[src/rtl/seq_alu_pkg.sv]
// seq_alu_pkg: shared opcode constants and FSM state encoding for seq_alu.
//   OP_*    : 4-bit alu_sel opcodes (0xD..0xF are reserved and yield zero)
//   state_e : control FSM states (IDLE, DIV, DONE)
package seq_alu_pkg;

  localparam logic [3:0] OP_ADD = 4'h0;
  localparam logic [3:0] OP_SUB = 4'h1;
  localparam logic [3:0] OP_MUL = 4'h2;
  localparam logic [3:0] OP_DIV = 4'h3;
  localparam logic [3:0] OP_AND = 4'h4;
  localparam logic [3:0] OP_OR  = 4'h5;
  localparam logic [3:0] OP_XOR = 4'h6;
  localparam logic [3:0] OP_NOT = 4'h7;
  localparam logic [3:0] OP_SHL = 4'h8;
  localparam logic [3:0] OP_SHR = 4'h9;
  localparam logic [3:0] OP_ASR = 4'hA;
  localparam logic [3:0] OP_ROL = 4'hB;
  localparam logic [3:0] OP_SLT = 4'hC;

  typedef enum logic [1:0] {
    ST_IDLE = 2'd0,
    ST_DIV  = 2'd1,
    ST_DONE = 2'd2
  } state_e;

  // Divides with a zero divisor bypass the iterative divider.
  function automatic logic needs_divider(input logic [3:0] op, input logic b_is_zero);
    return (op == OP_DIV) && !b_is_zero;
  endfunction

endpackage

[src/rtl/seq_alu_div.sv]
// seq_alu_div: iterative restoring unsigned divider, DIV_RADIX_BITS quotient
// bits per clock, WIDTH/DIV_RADIX_BITS iterations per divide.
//   clk, rst_n              : clock, async active-low reset
//   i_start                 : load operands and begin (divisor must be non-zero)
//   i_dividend, i_divisor   : operands, sampled when i_start is high
//   o_busy                  : iterations remaining
//   o_done                  : the iteration executing this cycle is the last one
//   o_quotient, o_remainder : result of the iteration executing this cycle;
//                             final values while o_done is high
module seq_alu_div
  import seq_alu_pkg::*;
#(
  parameter int unsigned WIDTH          = 8,
  parameter int unsigned DIV_RADIX_BITS = 1
) (
  input  logic             clk,
  input  logic             rst_n,
  input  logic             i_start,
  input  logic [WIDTH-1:0] i_dividend,
  input  logic [WIDTH-1:0] i_divisor,
  output logic             o_busy,
  output logic             o_done,
  output logic [WIDTH-1:0] o_quotient,
  output logic [WIDTH-1:0] o_remainder
);

  localparam int unsigned ITERS = WIDTH / DIV_RADIX_BITS;
  localparam int unsigned CNT_W = $clog2(ITERS + 1);

  logic [WIDTH-1:0] r_rem;
  logic [WIDTH-1:0] r_quo;   // dividend bits shift out the top, quotient bits in at the bottom
  logic [WIDTH-1:0] r_dvs;
  logic [CNT_W-1:0] r_cnt;
  logic             r_busy;

  logic [WIDTH-1:0] w_rem;
  logic [WIDTH-1:0] w_quo;
  logic [WIDTH:0]   w_trial;

  // One clock's worth of restoring steps. The partial remainder stays below
  // the divisor, so the trial value needs only one extra bit.
  always_comb begin
    w_rem   = r_rem;
    w_quo   = r_quo;
    w_trial = '0;
    for (int unsigned k = 0; k < DIV_RADIX_BITS; k++) begin
      w_trial = {w_rem, w_quo[WIDTH-1]};
      w_quo   = {w_quo[WIDTH-2:0], 1'b0};
      if (w_trial >= {1'b0, r_dvs}) begin
        w_trial  = w_trial - {1'b0, r_dvs};
        w_quo[0] = 1'b1;
      end
      w_rem = w_trial[WIDTH-1:0];
    end
  end

  assign o_busy      = r_busy;
  assign o_done      = r_busy && (r_cnt == CNT_W'(1));
  assign o_quotient  = w_quo;
  assign o_remainder = w_rem;

  always_ff @(posedge clk or negedge rst_n) begin
    if (!rst_n) begin
      r_rem  <= '0;
      r_quo  <= '0;
      r_dvs  <= '0;
      r_cnt  <= '0;
      r_busy <= 1'b0;
    end else if (i_start) begin
      r_rem  <= '0;
      r_quo  <= i_dividend;
      r_dvs  <= i_divisor;
      r_cnt  <= CNT_W'(ITERS);
      r_busy <= 1'b1;
    end else if (r_busy) begin
      r_rem <= w_rem;
      r_quo <= w_quo;
      r_cnt <= r_cnt - CNT_W'(1);
      if (r_cnt == CNT_W'(1)) begin
        r_busy <= 1'b0;
      end
    end
  end

endmodule

[src/rtl/seq_alu.sv]
// seq_alu: sequential ALU with valid/ready handshakes on both sides.
// Single-cycle ops complete on the accept edge; non-zero divides run through
// seq_alu_div and complete WIDTH/DIV_RADIX_BITS edges later.
//   clk, rst_n                  : clock, async active-low reset
//   in_valid, in_ready          : request handshake
//   a, b, alu_sel               : operands and opcode, captured on accept
//   out_valid, out_ready        : result handshake
//   result, result_hi           : result (quotient) and upper product / remainder
//   carry, overflow, zero,
//   div_by_zero                 : status flags, registered with the result
module seq_alu
  import seq_alu_pkg::*;
#(
  parameter int unsigned WIDTH          = 8,
  parameter int unsigned DIV_RADIX_BITS = 1
) (
  input  logic             clk,
  input  logic             rst_n,
  input  logic             in_valid,
  output logic             in_ready,
  input  logic [WIDTH-1:0] a,
  input  logic [WIDTH-1:0] b,
  input  logic [3:0]       alu_sel,
  output logic             out_valid,
  input  logic             out_ready,
  output logic [WIDTH-1:0] result,
  output logic [WIDTH-1:0] result_hi,
  output logic             carry,
  output logic             overflow,
  output logic             zero,
  output logic             div_by_zero
);

  localparam int unsigned SHW = $clog2(WIDTH);

  state_e           r_state;
  logic [WIDTH-1:0] r_result;
  logic [WIDTH-1:0] r_result_hi;
  logic             r_carry;
  logic             r_overflow;
  logic             r_zero;
  logic             r_dbz;

  logic               w_accept;
  logic               w_div_start;
  logic               w_div_busy;
  logic               w_div_done;
  logic [WIDTH-1:0]   w_div_q;
  logic [WIDTH-1:0]   w_div_r;
  logic [WIDTH:0]     w_sum;
  logic [WIDTH-1:0]   w_diff;
  logic [2*WIDTH-1:0] w_prod;
  int unsigned        w_rot;
  logic [WIDTH-1:0]   w_res;
  logic [WIDTH-1:0]   w_hi;
  logic               w_c;
  logic               w_v;
  logic               w_dbz;

  assign in_ready    = (r_state == ST_IDLE) || ((r_state == ST_DONE) && out_ready);
  assign out_valid   = (r_state == ST_DONE);
  assign w_accept    = in_valid && in_ready;
  assign w_div_start = w_accept && needs_divider(alu_sel, (b == '0));

  assign result      = r_result;
  assign result_hi   = r_result_hi;
  assign carry       = r_carry;
  assign overflow    = r_overflow;
  assign zero        = r_zero;
  assign div_by_zero = r_dbz;

  seq_alu_div #(
    .WIDTH          (WIDTH),
    .DIV_RADIX_BITS (DIV_RADIX_BITS)
  ) u_div (
    .clk         (clk),
    .rst_n       (rst_n),
    .i_start     (w_div_start),
    .i_dividend  (a),
    .i_divisor   (b),
    .o_busy      (w_div_busy),
    .o_done      (w_div_done),
    .o_quotient  (w_div_q),
    .o_remainder (w_div_r)
  );

  assign w_sum  = {1'b0, a} + {1'b0, b};
  assign w_diff = a - b;
  assign w_prod = {{WIDTH{1'b0}}, a} * {{WIDTH{1'b0}}, b};
  // Rotate amount reduced modulo WIDTH so non-power-of-two widths still rotate.
  assign w_rot  = 32'(b[SHW-1:0]) % WIDTH;

  // Single-cycle datapath; also covers divide-by-zero.
  always_comb begin
    w_res = '0;
    w_hi  = '0;
    w_c   = 1'b0;
    w_v   = 1'b0;
    w_dbz = 1'b0;
    case (alu_sel)
      OP_ADD: begin
        w_res = w_sum[WIDTH-1:0];
        w_c   = w_sum[WIDTH];
        w_v   = (a[WIDTH-1] == b[WIDTH-1]) && (w_sum[WIDTH-1] != a[WIDTH-1]);
      end
      OP_SUB: begin
        w_res = w_diff;
        w_c   = (a < b);
        w_v   = (a[WIDTH-1] != b[WIDTH-1]) && (w_diff[WIDTH-1] != a[WIDTH-1]);
      end
      OP_MUL: begin
        w_res = w_prod[WIDTH-1:0];
        w_hi  = w_prod[2*WIDTH-1:WIDTH];
        w_v   = |w_prod[2*WIDTH-1:WIDTH];
      end
      OP_DIV: begin
        w_res = '1;
        w_hi  = a;
        w_dbz = 1'b1;
      end
      OP_AND: w_res = a & b;
      OP_OR:  w_res = a | b;
      OP_XOR: w_res = a ^ b;
      OP_NOT: w_res = ~a;
      OP_SHL: begin
        w_res = {a[WIDTH-2:0], 1'b0};
        w_c   = a[WIDTH-1];
      end
      OP_SHR: begin
        w_res = {1'b0, a[WIDTH-1:1]};
        w_c   = a[0];
      end
      OP_ASR: begin
        w_res = {a[WIDTH-1], a[WIDTH-1:1]};
        w_c   = a[0];
      end
      OP_ROL: w_res = (a << w_rot) | (a >> (WIDTH - w_rot));
      OP_SLT: w_res = ($signed(a) < $signed(b)) ? WIDTH'(1) : '0;
      default: w_res = '0;
    endcase
  end

  always_ff @(posedge clk or negedge rst_n) begin
    if (!rst_n) begin
      r_state     <= ST_IDLE;
      r_result    <= '0;
      r_result_hi <= '0;
      r_carry     <= 1'b0;
      r_overflow  <= 1'b0;
      r_zero      <= 1'b0;
      r_dbz       <= 1'b0;
    end else begin
      case (r_state)
        ST_IDLE, ST_DONE: begin
          if (w_accept) begin
            if (w_div_start) begin
              r_state <= ST_DIV;
            end else begin
              r_state     <= ST_DONE;
              r_result    <= w_res;
              r_result_hi <= w_hi;
              r_carry     <= w_c;
              r_overflow  <= w_v;
              r_zero      <= (w_res == '0);
              r_dbz       <= w_dbz;
            end
          end else if ((r_state == ST_DONE) && out_ready) begin
            r_state <= ST_IDLE;
          end
        end
        ST_DIV: begin
          if (w_div_done) begin
            r_state     <= ST_DONE;
            r_result    <= w_div_q;
            r_result_hi <= w_div_r;
            r_carry     <= 1'b0;
            r_overflow  <= 1'b0;
            r_zero      <= (w_div_q == '0);
            r_dbz       <= 1'b0;
          end else if (!w_div_busy) begin
            // Divider idle without having finished: drop back rather than hang.
            r_state <= ST_IDLE;
          end
        end
        default: r_state <= ST_IDLE;
      endcase
    end
  end

endmodule
[config.mk]
export PLATFORM = sky130hd
export DESIGN_NAME = seq_alu
export DESIGN_NICKNAME = d
export VERILOG_FILES = /design/src/rtl/seq_alu_pkg.sv /design/src/rtl/seq_alu_div.sv /design/src/rtl/seq_alu.sv
export SDC_FILE = /design/constraint.sdc
export NUM_CORES = 1
export LEC_CHECK = 0
export ABC_AREA = 1
export CAP_MARGIN = 5
export CORE_MARGIN = 5
export CORE_UTILIZATION = 40
export DETAILED_ROUTE_END_ITERATION = 10
export PLACE_DENSITY_LB_ADDON = 0.25
export SYNTH_ARGS = -nofsm -noshare
export SYNTH_HDL_FRONTEND = slang
export SYNTH_SLANG_ARGS = --single-unit
[constraint.sdc]
create_clock -name clk -period 2.6 [get_ports clk]
set_input_delay 0.52 -clock clk [delete_from_list [all_inputs] [get_ports clk]]
set_output_delay 0.52 -clock clk [all_outputs]
set_load 0.1 [all_outputs]
==> summary.txt, run 1 <==
Timing
  • Final Cycle Share: 155.6%
  • Relative slew slack: between 50 and 60%
  • # setup viols final: 15
  • Final hold violation count: 0
  • Total Neg Setup Slack: -18.86 ns
  • Final WS setup: -1.447 ns
  • Worst-margin pin slew: around 0.67 ns
  • Fmax: between 200 and 250 MHz
  • Minimum clock period after layout: approximately 4 ns
  • Count of pins over their slew limit: 0
  • Clock Skew: around 0.0065 ns
  • RSZ-0062 raised after global routing: true
  • WHS: between 0.3 and 0.4 ns

Yosys
  • Top cells by area, synth: dfrtp_1, nand2_1, ha_1
  • Post-Syn Area per Cell: 6.453 µm²
  • Most numerous cell in the Yosys netlist: nand2_1
  • Sequential-to-total area share from yosys stat: 18.35%
  • Commonest cells in the netlist: nand2_1, inv_1, nand3_1
  • Cells after synthesis: about 1100
  • Cell variety after synth: 38
  • Synth Net Count: between 1000 and 1500
  • Synth top area share: roughly 18%
  • Ys Warns: 0
  • Post-synth EDFFs: 0
  • Fraction of registers with async set/reset: 100.0%
  • Yosys reg bits: ~50
  • Main flop type after synthesis: dfrtp_1
  • Leading area contributor after synthesis: dfrtp_1
  • Synth Cell Area: ~7000 µm²

Power
  • Leak Pwr: between 5 and 6 nW
  • Pwr Density: 741.8 nW/µm²
  • Peak supply drop: about 600 µV
  • Total Power: about 7.2 mW

Detailed routing
  • Total wire length: 23920 µm
  • Via density: between 5 and 6
  • Vias post-DR: 7725
  • Post-route DRC: 0
  • Final ANT Viol Nets: 0
  • Drt pass-1 iters: 8
  • WL per Instance: 15.95 µm
  • Initial DRC count: 823

CTS
  • Clk Latency, worst-skew pair: just under 0.3 ns
  • H-tree Lvls: 2
  • CTS max path bufs: 2
  • Root buffer cell: clkbuf_16
  • Cts hold-fix bufs: 0
  • CTS tree: yes
  • CTS Sinks: just over 50
  • Clk slew on worst S/H paths: roughly 0.06 ns
  • Total CTS buffers: 5

Place
  • Placement Setup Slack: -2.246 ns
  • Placed cell count: approximately 1500
  • Area after DPL: between 8000 and 9000 µm²
  • Post-DP HPWL: about 19000 µm
  • Port bufs: 45
  • GP Congestion: between 0.9 and 1

Critical path
  • Crit Reg-Reg Startpoint: u_div.r_dvs[2]
  • Critical path class: in2reg
  • CP Data Required Time: around 2.8 ns
  • Reg-to-reg setup timing slack: between 0.2 and 0.3 ns
  • Worst-path maximum fanout: 7
  • Arr. time, crit path: 4.22 ns
  • Path depth of the worst reg2reg path: 12
  • Critical path launch point type: input port
  • Terminus of the critical flop-to-flop path: result_hi[2]
  • Worst Setup End Kind: register

Floorplanning
  • Die height: 141.9 µm
  • CORE AREA: 17180 µm²
  • Chip width: 141.9 µm
  • Starting density of the core: between 40% and 50%
  • IO Count: 46
  • Total die area: between 20000 and 25000 µm²
  • Cell Rows: 48

Layout
  • Post-route insts no fill: 1500
  • Layout cells sized above 1: roughly 30%
  • Final instance area: about 9800 µm²
  • Synth-to-layout area growth: 40.45%
  • Fin util: 56.88%
  • Filler instances: around 1700
  • Inserted Diodes: 0
  • Final net count: 1411

Outcome
  • Status: complete, but fails checks
  • Violated checks: setup timing

Global routing
  • Global-route usage over all layers: 23.86%
  • First-pass GRT wire length: around 38000 µm
  • Initial antenna violation count: 0
  • Global route total overflow: 0
  • Vias in the first global route: approximately 7500
  • Pin count of the biggest net entering global routing: 52

Job
  • Max-Cap Viols: 0

Hold path
  • Hold crit path type: in2async
-- worst max-delay path, cell delays in order --
cell	delay, ns
buf_8	0.10
buf_12	0.13
nand2_4	0.06
fa_1	0.44
fa_1	0.52
inv_1	0.05
fa_1	0.47
inv_1	0.05
fa_1	0.49
inv_2	0.04
ha_4	0.23
a21o_1	0.19
buf_4	0.14
a21oi_2	0.11
xor2_1	0.20
buf_4	0.14
buf_4	0.10
o221ai_2	0.09
o22a_1	0.16
-- cells by family after synthesis --
logic type      synth area share (%)
simple gates                   32.28
buf+inv                        12.72
fa+ha+maj                      24.17
compound gates                 10.34
xor+xnor                       2.140
flops                          18.35
-- flip-flops by register name, indices dropped and copies added, names as in the netlist --
name,cells
zero,1
overflow,1
carry,1
u_div.r_rem,8
result,8
u_div.r_quo,8
u_div.r_cnt,4
div_by_zero,1
r_state,2
u_div.o_busy,1
result_hi,8
u_div.r_dvs,8
-- routing by layer --
metal / up-vias / track usage, % / share of wire (%)
met1: 3630 / 33.07 / 44
li1: 3773 / - / -
met5: - / 0 / 0
met2: 269 / 39.94 / 47
met3: 53 / 2.224 / 5.4
met4: 0 / 6.364 / 3.1
-- power by group --
group          switching, mW  internal (mW)  total [mW]
Sequential             0.249           1.07        1.32
Clock                  0.280          0.347       0.627
Combinational           3.15           2.16        5.30
-- placed cells by master, fill, tap and decap left out, types with 9 or more instances in the layout --
master	synthesis	routed
inv_1	185	155
o21ai_0	46	36
nand3_1	105	100
nor2_2	2	14
ha_4	0	18
nand2_4	0	12
o211ai_1	9	9
nand2_2	1	36
inv_2	3	31
dfrtp_1	51	51
xor2_1	11	9
ha_1	72	50
buf_4	3	176
nor2_1	100	87
a21oi_1	46	32
nand2_1	315	268
buf_6	1	24
fa_1	39	34
a21oi_2	0	13
-- worst max-delay path by stage --
| stage | from | end | slack [ns] | cells after the start |
|---|---|---|---|---|
| after floorplan | b[5] | overflow | -1.48 | 23 |
| after global placement | b[3] | overflow | -2.20 | 24 |
| after detailed placement | b[3] | overflow | -2.25 | 23 |
| after CTS | b[5] | overflow | -1.44 | 23 |
| after global routing | a[3] | overflow | -1.64 | 23 |
| final | a[2] | result_hi[0] | -1.45 | 19 |
-- final cells by class --
cell class | count | area (µm²) | area share (%)
inverters | 189 | 714.4 | 7.312
repair buffers | 227 | 1947 | 19.93
clock buffers | 6 | 128.9 | 1.319
flip-flops and latches | 51 | 1276 | 13.06
multi-input cells | 802 | 5423 | 55.50
well taps | 225 | 281.5 | 2.881
-- what timing repair did --
action / 4_1_cts / 5_1_grt
setup buffers: 15 / 10
endpoints found under the setup margin: 51 / 44
pin swaps: 89 / 75
resized for setup: 161 / 81
gates cloned: 0 / 1
Note: power is estimated with default switching activity, not from simulation.
==> run 2, diff against run 1 <==
--- a/constraint.sdc
+++ b/constraint.sdc
@@ -3,2 +3,2 @@
 set_output_delay 0.52 -clock clk [all_outputs]
-set_load 0.1 [all_outputs]
+set_load 0.01 [all_outputs]
==> summary.txt, run 2 (same netlist as run 1, synthesis figures left out) <==
Outcome
  • Status: complete, but fails checks
  • Violated checks: setup timing

Power
  • Sw Share: between 40% and 50%
  • Comb power frac: slightly above 70%
  • Sequential power share: 18.5%
  • P_sw: 3.128 mW
  • Leak Pwr: 5.295 nW
  • Clock power share: between 10 and 15%
  • P_int: around 3.8 mW
  • Pwr Density: approximately 710 nW/µm²
  • Peak supply drop: ~380 µV

Floorplanning
  • Die height: between 100 and 150 µm
  • Starting density of the core: between 40% and 50%
  • Total die area: between 20000 and 25000 µm²
  • Cell Rows: 48
  • IO Count: 46
  • CORE AREA: approximately 17000 µm²
  • Chip width: about 140 µm

Critical path
  • Worst Setup End Kind: register
  • Worst-path maximum fanout: 5
  • Slowest-stage cell, CP: fa_1
  • Arr. time, crit path: roughly 4.4 ns
  • Path depth of the worst reg2reg path: 13
  • Critical path launch point type: input port
  • Worst path max stage delay: approximately 0.51 ns
  • CP Data Required Time: around 2.8 ns
  • Critical path class: in2reg
  • Crit Reg-Reg Startpoint: u_div.r_dvs[2]
  • Terminus of the critical flop-to-flop path: result_hi[6]
  • Critical path cell sequence: buf_8 -> buf_6 -> buf_12 -> nand2_4 -> inv_2 -> fa_1 -> fa_1 -> fa_1 -> inv_1 -> fa_1 -> inv_2 -> ha_4 -> nand2_2 -> nor2_1 -> nand2_1 -> nand2_2 -> nand2_1 -> nand2_1 -> xor2_1 -> nand2_1 -> o211ai_1 -> nor2_1 -> nor2_1
  • Reg-to-reg setup timing slack: between 0.3 and 0.4 ns

Layout
  • Final net count: approximately 1400
  • Layout cells sized above 1: between 20% and 30%
  • Synth-to-layout area growth: 40.76%
  • Inserted Diodes: 0
  • Most frequent cells in the layout: nand2_1, buf_4, inv_1, nand3_1, nor2_1
  • Commonest non-fill, non-tap cell in the layout: nand2_1
  • Post-route insts no fill: around 1500
  • Filler instances: 1620

Timing
  • Clock Skew: about 0.0054 ns
  • Final WS setup: -1.529 ns
  • RSZ-0062 raised after global routing: true
  • Fmax: between 200 and 250 MHz
  • WHS: 0.2343 ns
  • Count of pins over their slew limit: 0
  • Final Cycle Share: 158.8%
  • Relative slew slack: 59.34%
  • Worst-margin pin slew: 0.6099 ns
  • Minimum clock period after layout: ~4.1 ns
  • Final hold violation count: 0
  • # setup viols final: 15

Place
  • Post-DP HPWL: 18830 µm
  • GP Congestion: approximately 1.0
  • Placed cell count: 1478
  • Port bufs: 45

CTS
  • Clk Latency, worst-skew pair: about 0.3 ns
  • Root buffer cell: clkbuf_16
  • Clk slew on worst S/H paths: 0.07 ns
  • CTS Sinks: just over 50
  • Cts hold-fix bufs: 0
  • Total CTS buffers: 5
  • H-tree Lvls: 2
  • CTS tree: yes
  • CTS max path bufs: 2

Hold path
  • Hold crit path type: in2async

Detailed routing
  • Metal-1 WL: between 10000 and 15000 µm
  • Vias post-DR: between 7000 and 8000
  • Total wire length: between 20000 and 25000 µm
  • Routed length on met3: ~1200 µm
  • Via density: between 5 and 6
  • Initial DRC count: 663
  • Post-route DRC: 0
  • Drt pass-1 iters: 5
  • Metal2 WL: between 10000 and 15000 µm
  • WL per Instance: approximately 16 µm
  • Final ANT Viol Nets: 0
  • Top routing layer in use: met4

Global routing
  • Global route total overflow: 0
  • Initial antenna violation count: 0
  • First-pass GRT wire length: around 37000 µm
  • Vias in the first global route: 7400
  • Pin count of the biggest net entering global routing: 27
  • Global-route usage over all layers: 23.07%

Job
  • Max-Cap Viols: 0
run 2: power groups by stage:
stage          clock [mW]  combinational (mW)  sequential, mW
6_report            0.770                4.87            1.28
5_1_grt             0.822                5.44            1.31
4_1_cts             0.779                4.46            1.27
3_5_place_dp            0                4.27            1.28
3_3_place_gp            0                4.22            1.28
2_1_floorplan           0                2.70            1.27
run 2: stage by stage:
step           instance area (µm²)  total power, mW  worst slack (ns)  TNS, ns  util [%]
6_report                      9792            6.922            -1.529   -19.42     57.01
3_5_place_dp                  8969            5.550            -2.243   -50.66     52.21
4_1_cts                       9429            6.511            -1.508   -19.61     54.90
5_1_grt                       9792            7.572            -1.736   -21.71     57.01
3_3_place_gp                  8969            5.498            -2.200   -50.65     52.21
2_1_floorplan                 7317            3.964            -1.473   -17.30         -
run 2: worst max path at each step:
stage	from	end	slack [ns]	cells after the start
after detailed placement	a[4]	result_hi[5]	-2.24	20
after floorplan	b[5]	overflow	-1.47	23
final	a[3]	result_hi[5]	-1.53	23
after global routing	a[3]	overflow	-1.74	24
after global placement	a[4]	result_hi[5]	-2.20	20
after CTS	b[4]	overflow	-1.51	24
run 2: metal layers:
layer	GRT usage, %	vias to the layer above
met1	31.54	3583
met3	2.663	46
met5	0	-
met2	38.67	251
li1	-	3777
met4	6.364	0
run 2: layout make-up:
cell class              count  area, µm²  share of cell area [%]
multi-input cells         802       5410                   55.25
repair buffers            226       1941                   19.82
inverters                 189      709.4                   7.245
clock buffers               6      138.9                   1.418
flip-flops and latches     51       1276                   13.03
well taps                 225      281.5                   2.875
clock inverters             2      35.03                  0.3578
run 2: critical path, delay by kind of cell:
family / cells / cell delay (ns)
xor gates and xnor gates: 1 / 0.19
buffers and inverters: 6 / 0.46
adders and majority gates: 5 / 2.25
AOI/OAI and AO/OA: 1 / 0.12
and+or+nand+nor: 10 / 0.80
run 2: repair_timing:
| action | 4_1_cts | 5_1_grt |
|---|---|---|
| gates cloned | 0 | 0 |
| hold endpoints to repair | 0 | 0 |
| buffers inserted | 9 | 10 |
| pin swaps | 65 | 71 |
| gates resized for setup | 130 | 99 |
| endpoints found under the setup margin | 47 | 23 |
==> run 3, diff against run 2 <==
- CAP_MARGIN: 5 -> not set
- SKIP_CTS_REPAIR_TIMING: not set -> 1
- SLEW_MARGIN: not set -> 30
==> summary.txt, run 3 (same netlist as run 1, synthesis figures left out) <==
Outcome
  • Status: complete, but fails checks
  • Violated checks: setup timing

Floorplanning
  • CORE AREA: 17180 µm²
  • Total die area: 20130 µm²
  • Cell Rows: 48
  • Die height: between 100 and 150 µm
  • IO Count: 46
  • Chip width: 141.9 µm
  • Starting density of the core: a little over 40%

Timing
  • Fmax: ~240 MHz
  • Clock Skew: 0.003222 ns
  • RSZ-0062 raised after global routing: true
  • WHS: approximately 0.23 ns
  • Relative slew slack: around three fifths
  • Final WS setup: -1.525 ns
  • Count of pins over their slew limit: 0
  • # setup viols final: 15
  • Worst-margin pin slew: between 0.6 and 0.7 ns
  • Minimum clock period after layout: between 4 and 5 ns
  • Final hold violation count: 0
  • Final Cycle Share: 158.7%

CTS
  • Root buffer cell: clkbuf_16
  • CTS Sinks: 51
  • Clk slew on worst S/H paths: around 0.07 ns
  • Total CTS buffers: 5
  • Clk Latency, worst-skew pair: between 0.2 and 0.3 ns
  • CTS max path bufs: 2
  • CTS tree: yes
  • H-tree Lvls: 2

Critical path
  • Crit. Startpoint: b[5]
  • Arr. time, crit path: ~4.3 ns
  • Path depth of the worst reg2reg path: 11
  • CP endpoint: overflow
  • Critical path launch point type: input port
  • Crit Reg-Reg Startpoint: u_div.r_dvs[2]
  • Critical path class: in2reg
  • Reg-to-reg setup timing slack: roughly 0.35 ns
  • Terminus of the critical flop-to-flop path: result_hi[0]
  • Worst-path maximum fanout: 5
  • CP Data Required Time: roughly 2.8 ns
  • Worst Setup End Kind: register

Global routing
  • Global route total overflow: 0
  • Initial antenna violation count: 0
  • First-pass GRT wire length: approximately 37000 µm
  • Pin count of the biggest net entering global routing: 27
  • Vias in the first global route: 7219
  • Global-route usage over all layers: around 23%

Hold path
  • Hold crit path type: in2async

Detailed routing
  • Final ANT Viol Nets: 0
  • Via density: about 5
  • Total wire length: approximately 23000 µm
  • WL per Instance: 15.51 µm
  • Vias post-DR: approximately 7600
  • Drt pass-1 iters: 8
  • Post-route DRC: 0
  • Initial DRC count: ~630

Layout
  • Inserted Diodes: 0
  • Final net count: approximately 1400
  • Post-route insts no fill: between 1500 and 2000
  • Area of the multi-input gates: around 5400 µm²
  • FF+latch area: ~1300 µm²
  • Synth-to-layout area growth: 40.09%
  • Commonest non-fill, non-tap cell in the layout: nand2_1
  • Most frequent cells in the layout: nand2_1, buf_4, inv_1, nand3_1, nor2_1
  • Filler instances: ~1600
  • Layout cells sized above 1: 28.06%
  • Fin util: roughly 57%
  • Final instance area: 9746 µm²

Power
  • Pwr Density: between 700 and 800 nW/µm²
  • Leak Pwr: roughly 5.3 nW
  • Peak supply drop: approximately 380 µV

Job
  • Max-Cap Viols: 0

Place
  • GP Congestion: 0.9976
  • Post-DP HPWL: ~19000 µm
  • Port bufs: 45
  • Area after DPL: about 9000 µm²
  • Placed cell count: about 1500
-- run 3: worst max-delay path, cell delays in order --
cell and delay (ns):
buf_6 0.09, buf_6 0.12, buf_6 0.11, nand2_2 0.05, inv_2 0.03, fa_1 0.52, fa_1 0.44, fa_1 0.51
inv_1 0.05, fa_1 0.51, inv_2 0.05, ha_4 0.25, nand2_2 0.09, a21oi_2 0.04, nor2_1 0.12, nand2_2 0.11
nand2_1 0.09, nand2_2 0.06, xor2_2 0.14, nor2_1 0.09, nand3_1 0.08, nand2_1 0.07, nand2_1 0.05, nand2_1 0.05
nand2_1 0.05
-- run 3: final cells by class --
| type | count | share of cell area [%] |
|---|---|---|
| clock buffers | 6 | 1.425 |
| clock inverters | 2 | 0.3595 |
| inverters | 189 | 7.331 |
| multi-input cells | 802 | 55.03 |
| flip-flops and latches | 51 | 13.10 |
| well taps | 225 | 2.889 |
| repair buffers | 226 | 19.87 |
-- run 3: worst min-delay path by stage --
stage | start | end | slack [ns]
2_1_floorplan | rst_n | carry | 0.22
3_3_place_gp | r_state[1] | r_state[1] | 0.43
3_5_place_dp | r_state[1] | r_state[1] | 0.45
4_1_cts | rst_n | u_div.r_quo[4] | 0.26
5_1_grt | rst_n | result[5] | 0.29
6_report | rst_n | u_div.r_cnt[3] | 0.23
-- run 3: layer usage --
| layer | vias up | track usage [%] | wire length, µm |
|---|---|---|---|
| met5 | - | 0 | 0 |
| met4 | 0 | 6.364 | 809 |
| met3 | 48 | 2.831 | 1276 |
| met2 | 245 | 37.37 | 10850 |
| met1 | 3548 | 31.54 | 10340 |
| li1 | 3776 | - | - |
-- run 3: per-stage QoR --
step / setup slack, ns / power (mW) / TNS [ns]
floorplan: -1.473 / 3.964 / -17.30
global placement: -2.200 / 5.498 / -50.65
detailed placement: -2.243 / 5.550 / -50.66
CTS: -1.953 / 6.348 / -35.56
global route: -1.771 / 7.552 / -21.88
finish: -1.525 / 6.901 / -19.48
-- run 3: power breakdown --
group / switching, mW / leakage (nW) / internal [mW]
combinational: 2.62 / 4.56 / 2.23
clock: 0.294 / 0.0868 / 0.479
sequential: 0.209 / 0.639 / 1.07
